<file path="config.mk">
export PLATFORM = sky130hd
export DESIGN_NAME = output_arbiter
export DESIGN_NICKNAME = d
export VERILOG_FILES = /design/src/rtl/output_arbiter.sv
export SDC_FILE = /design/constraint.sdc
export NUM_CORES = 1
export LEC_CHECK = 0
export ABC_AREA = 1
export BUFFER_PORTS_ARGS = -buffer_cell sky130_fd_sc_hd__buf_2
export CORE_MARGIN = 5
export CORE_UTILIZATION = 40
export CTS_CLUSTER_DIAMETER = 30
export CTS_CLUSTER_SIZE = 30
export DETAILED_ROUTE_END_ITERATION = 12
export PLACE_DENSITY = 0.6
export REMOVE_ABC_BUFFERS = 1
export SLEW_MARGIN = 20
export SYNTH_ARGS = -nofsm -noshare
export SYNTH_HDL_FRONTEND = slang
export SYNTH_SLANG_ARGS = --single-unit
</file>
<file path="constraint.sdc">
create_clock -name clk -period 3.5 [get_ports clk]
set_input_delay 0.35 -clock clk [delete_from_list [all_inputs] [get_ports clk]]
set_output_delay 0.35 -clock clk [all_outputs]
set_load 0.05 [all_outputs]
</file>
<file path="src/rtl/output_arbiter.sv">
// output_arbiter: round-robin packet arbiter for one egress port; define ARB_TIMEOUT_EN to force release after MAX_PKT_WORDS words.
module output_arbiter #(
    parameter int NUM_PORTS     = 4,
    parameter int SEL_W         = 2,
    parameter int MAX_PKT_WORDS = 64
) (
    input  logic                 clk,
    input  logic                 rst_n,
    input  logic [NUM_PORTS-1:0] req,
    input  logic [NUM_PORTS-1:0] eop,
    input  logic                 out_ready,
    output logic [NUM_PORTS-1:0] gnt,
    output logic [SEL_W-1:0]     mux_sel,
    output logic                 arb_active,
    output logic                 timeout_err
);
    typedef enum logic {IDLE, BUSY} state_t;
    state_t               state, state_n;
    logic [NUM_PORTS-1:0] gnt_n;
    logic [SEL_W-1:0]     sel_n, rr_ptr, ptr_n, win;
    logic                 found, end_pkt, timeout_hit, new_grant;
    if (NUM_PORTS != 4 || SEL_W != 2 || MAX_PKT_WORDS < 1) begin : g_cfg_check
        $error("output_arbiter supports only a 4-port, 2-bit select configuration");
    end
    assign arb_active = state == BUSY && out_ready;
    assign end_pkt    = arb_active && (eop[mux_sel] || timeout_hit);
    assign new_grant  = (state == IDLE || end_pkt) && found;
    // rr_ptr already sits past the last owner, so a plain search from it leaves the owner last
    always_comb begin
        win   = rr_ptr;
        found = 1'b0;
        for (int i = 0; i < NUM_PORTS; i++) begin
            if (!found && req[rr_ptr + SEL_W'(i)]) begin
                win   = rr_ptr + SEL_W'(i);
                found = 1'b1;
            end
        end
    end
    always_comb begin
        state_n = state;
        gnt_n   = gnt;
        sel_n   = mux_sel;
        ptr_n   = rr_ptr;
        if (new_grant) begin
            state_n = BUSY;
            gnt_n   = NUM_PORTS'(1) << win;
            sel_n   = win;
            ptr_n   = win + SEL_W'(1);
        end else if (state == BUSY && (end_pkt || !req[mux_sel])) begin
            state_n = IDLE;
            gnt_n   = '0;
        end
    end
    always_ff @(posedge clk) begin
        if (!rst_n) begin
            state   <= IDLE;
            gnt     <= '0;
            mux_sel <= '0;
            rr_ptr  <= '0;
        end else begin
            state   <= state_n;
            gnt     <= gnt_n;
            mux_sel <= sel_n;
            rr_ptr  <= ptr_n;
        end
    end
`ifdef ARB_TIMEOUT_EN
    localparam int CW = $clog2(MAX_PKT_WORDS) + 1;
    logic [CW-1:0] word_cnt;
    assign timeout_hit = arb_active && !eop[mux_sel] && word_cnt == CW'(MAX_PKT_WORDS - 1);
    always_ff @(posedge clk) begin
        if (!rst_n) begin
            word_cnt    <= '0;
            timeout_err <= 1'b0;
        end else begin
            word_cnt    <= new_grant ? '0 : word_cnt + CW'(arb_active);
            timeout_err <= timeout_hit;
        end
    end
`else
    assign timeout_hit = 1'b0;
    assign timeout_err = 1'b0;
`endif
endmodule

</file>
==> summary.txt <==
Final Hold Vio Count: 0
CTS H-tree lvls: 1
share of total power in sequential cells: 0.200
clock root cell: clkbuf_4
syn avg cell area: 5.83 um^2
setup violators final: 0
max_cap viols: 0
final-report max-slew violation count: 0
fill count: 229
CP max FO: 14
fin cells: 189
Skew-Pair Late Insertion Delay: 0.25 ns
via count: 897
slowest cell on the critical path: dfxtp_1
final wirelength: 1970 um
die area: 3130 um^2
Multi-input gate area: 574 um^2
Synth cell types: 22
most used cell, CP: nand2_1
Worst Hold Margin: 0.290 ns
crit share post-route: 0.597
NetSw: 0.572 mW
Post-CTS Setup Inserts: 0
RSZ-0062 raised after global routing: no
area grow syn2layout: 12.7%
dpl cells: 185
Top delay family on crit path: simple AND/OR/NAND/NOR gates
Pint: 0.392 mW
# diodes: 0
post-layout instance area: 953 um^2
outcome: completed
Max Clock Freq: 478 MHz
# port buffers: 17
Max VDD drop: 0.000504 V
share of layout cells above drive strength 1: 0.235
ANT nets after route: 0
crit-path max cell delay: 0.60 ns
leak pwr: 0.512 nW
crit-path cells: inv_2 > nand2_1 > nand2_2 > nand2_1 > nand2_2 > nor2_4 > nand2_2 > o21ai_4 > nor2_1 > nand2_1 > nand3_1 > nand2_1 > inv_1
dpl hpwl: 1620 um
CTS tree: done
Wirelength per Cell: 10.4 um
switching share of power: 0.593
CTS buffer count: 3
setup TNS: 0 ns
yosys warns: 0
Finished Core Util: 0.481
Worst Hold Class: in -> reg
largest net degree at the start of global routing: 15
cts hold-fix bufs: 0
CP arrival: 2.25 ns
CP startpoint kind: flop
clock skew: 0.00197 ns
Sequential Area: 180 um^2
area of placed instances: 927 um^2
number of vias per cell: 4.75
drt first-iter violations: 21
vias in the first global route: 813
grt ovf: 0
Tmin final: 2.09 ns
clk sinks: 9
synthesized flop and latch total: 9
die height: 56.0 um
clk buf depth: 2
commonest cells after routing, fill and taps aside: nand2_1 (65), buf_2 (17), nand3_1 (16)
Post-Synthesis Cells: 145
CP Class: reg -> reg
initial core utilization: 0.427
Worst setup EP type: flop
first-pass GRT wire length: 3300 um
CP required: 3.66 ns
1st-pass router iterations: 4
drt drc: 0
clock power share: 0.081
Row Count: 16
Die X: 56.0 um
combinational share of power: 0.719
post_cts resized: 0
core area: 1980 um^2
most common cell after layout, fill and taps aside: nand2_1
Final Net Count: 174
sequential cell area fraction in the yosys report: 0.213
CTS clk-pin slew, worst paths: 0.06 ns
boundary pin count: 19
initial antenna violation count: 0
P per Cell Area: 1010 nW/um^2
GP Congestion: 0.807
Total GRT Usage: 0.128
cell area after synthesis: 846 um^2
CP Buf/Inv Count: 2
==> Yosys cell counts (all sizes together) <==
library cell  instances  area [um^2]
nand3                17         90.1
o21ai                 6         41.3
nand2                74          300
dfxtp                 9          180
buf                   4         37.5
a21oi                 7         35.0
a211oi                3         22.5
inv                  11         46.3
conb                  1         3.75
clkinv                2         7.51
nor2                  8         56.3
nand4                 3         25.0
==> state kept, by name (all words and copies together), names as in the netlist <==
register / cells
gnt: 4
mux_sel: 2
rr_ptr: 2
state: 1
==> per-stage QoR <==
stage                     worst slack, ns  total power, mW
after floorplan                      1.70            0.757
after global placement               1.49            0.890
after detailed placement             1.45            0.890
after CTS                            1.43            0.973
after global routing                 1.21             1.06
final                                1.41            0.964
==> routing by layer <==
layer / wire length (um) / track usage
met4: 0 / 0.0203
met1: 997 / 0.160
met3: 123 / 0.0534
met5: 0 / 0
met2: 849 / 0.207
==> worst min-delay path, stage by stage <==
cell and delay (ns):
buf_2 0.09, nand2_1 0.05, inv_1 0.04
==> logic make-up after synthesis <==
kind of cell           count (synthesis)  share of synthesized area
AOI/OAI and AO/OA                     16                      0.117
buffers and inverters                 17                      0.108
DFF                                    9                      0.213
other                                  1                    0.00443
and+or+nand+nor                      102                      0.558
==> cell type report <==
cell class / count / share of cell area
Multi-Input combinational cell: 119 / 0.602
Sequential cell: 9 / 0.189
Clock buffer: 4 / 0.0276
Inverter: 13 / 0.0564
Timing Repair Buffer: 17 / 0.0892
Tap cell: 27 / 0.0354
==> power by group through the flow <==
stage | Clock [mW] | Sequential, mW | Combinational (mW)
6_report | 0.0780 | 0.193 | 0.693
2_1_floorplan | 0 | 0.275 | 0.482
5_1_grt | 0.0893 | 0.202 | 0.770
3_5_place_dp | 0 | 0.196 | 0.695
3_3_place_gp | 0 | 0.195 | 0.695
4_1_cts | 0.0815 | 0.193 | 0.698
==> worst paths after layout <==
kind / start / endpoint / slack [ns] / depth (start not counted)
min reg2reg: gnt[2] / gnt[2] / 0.46 / 2
min: rst_n / rr_ptr[1] / 0.29 / 3
max reg2reg: rr_ptr[0] / rr_ptr[1] / 1.41 / 13
max: rr_ptr[0] / rr_ptr[1] / 1.41 / 13
No activity file was read; power rests on OpenSTA's default activity.
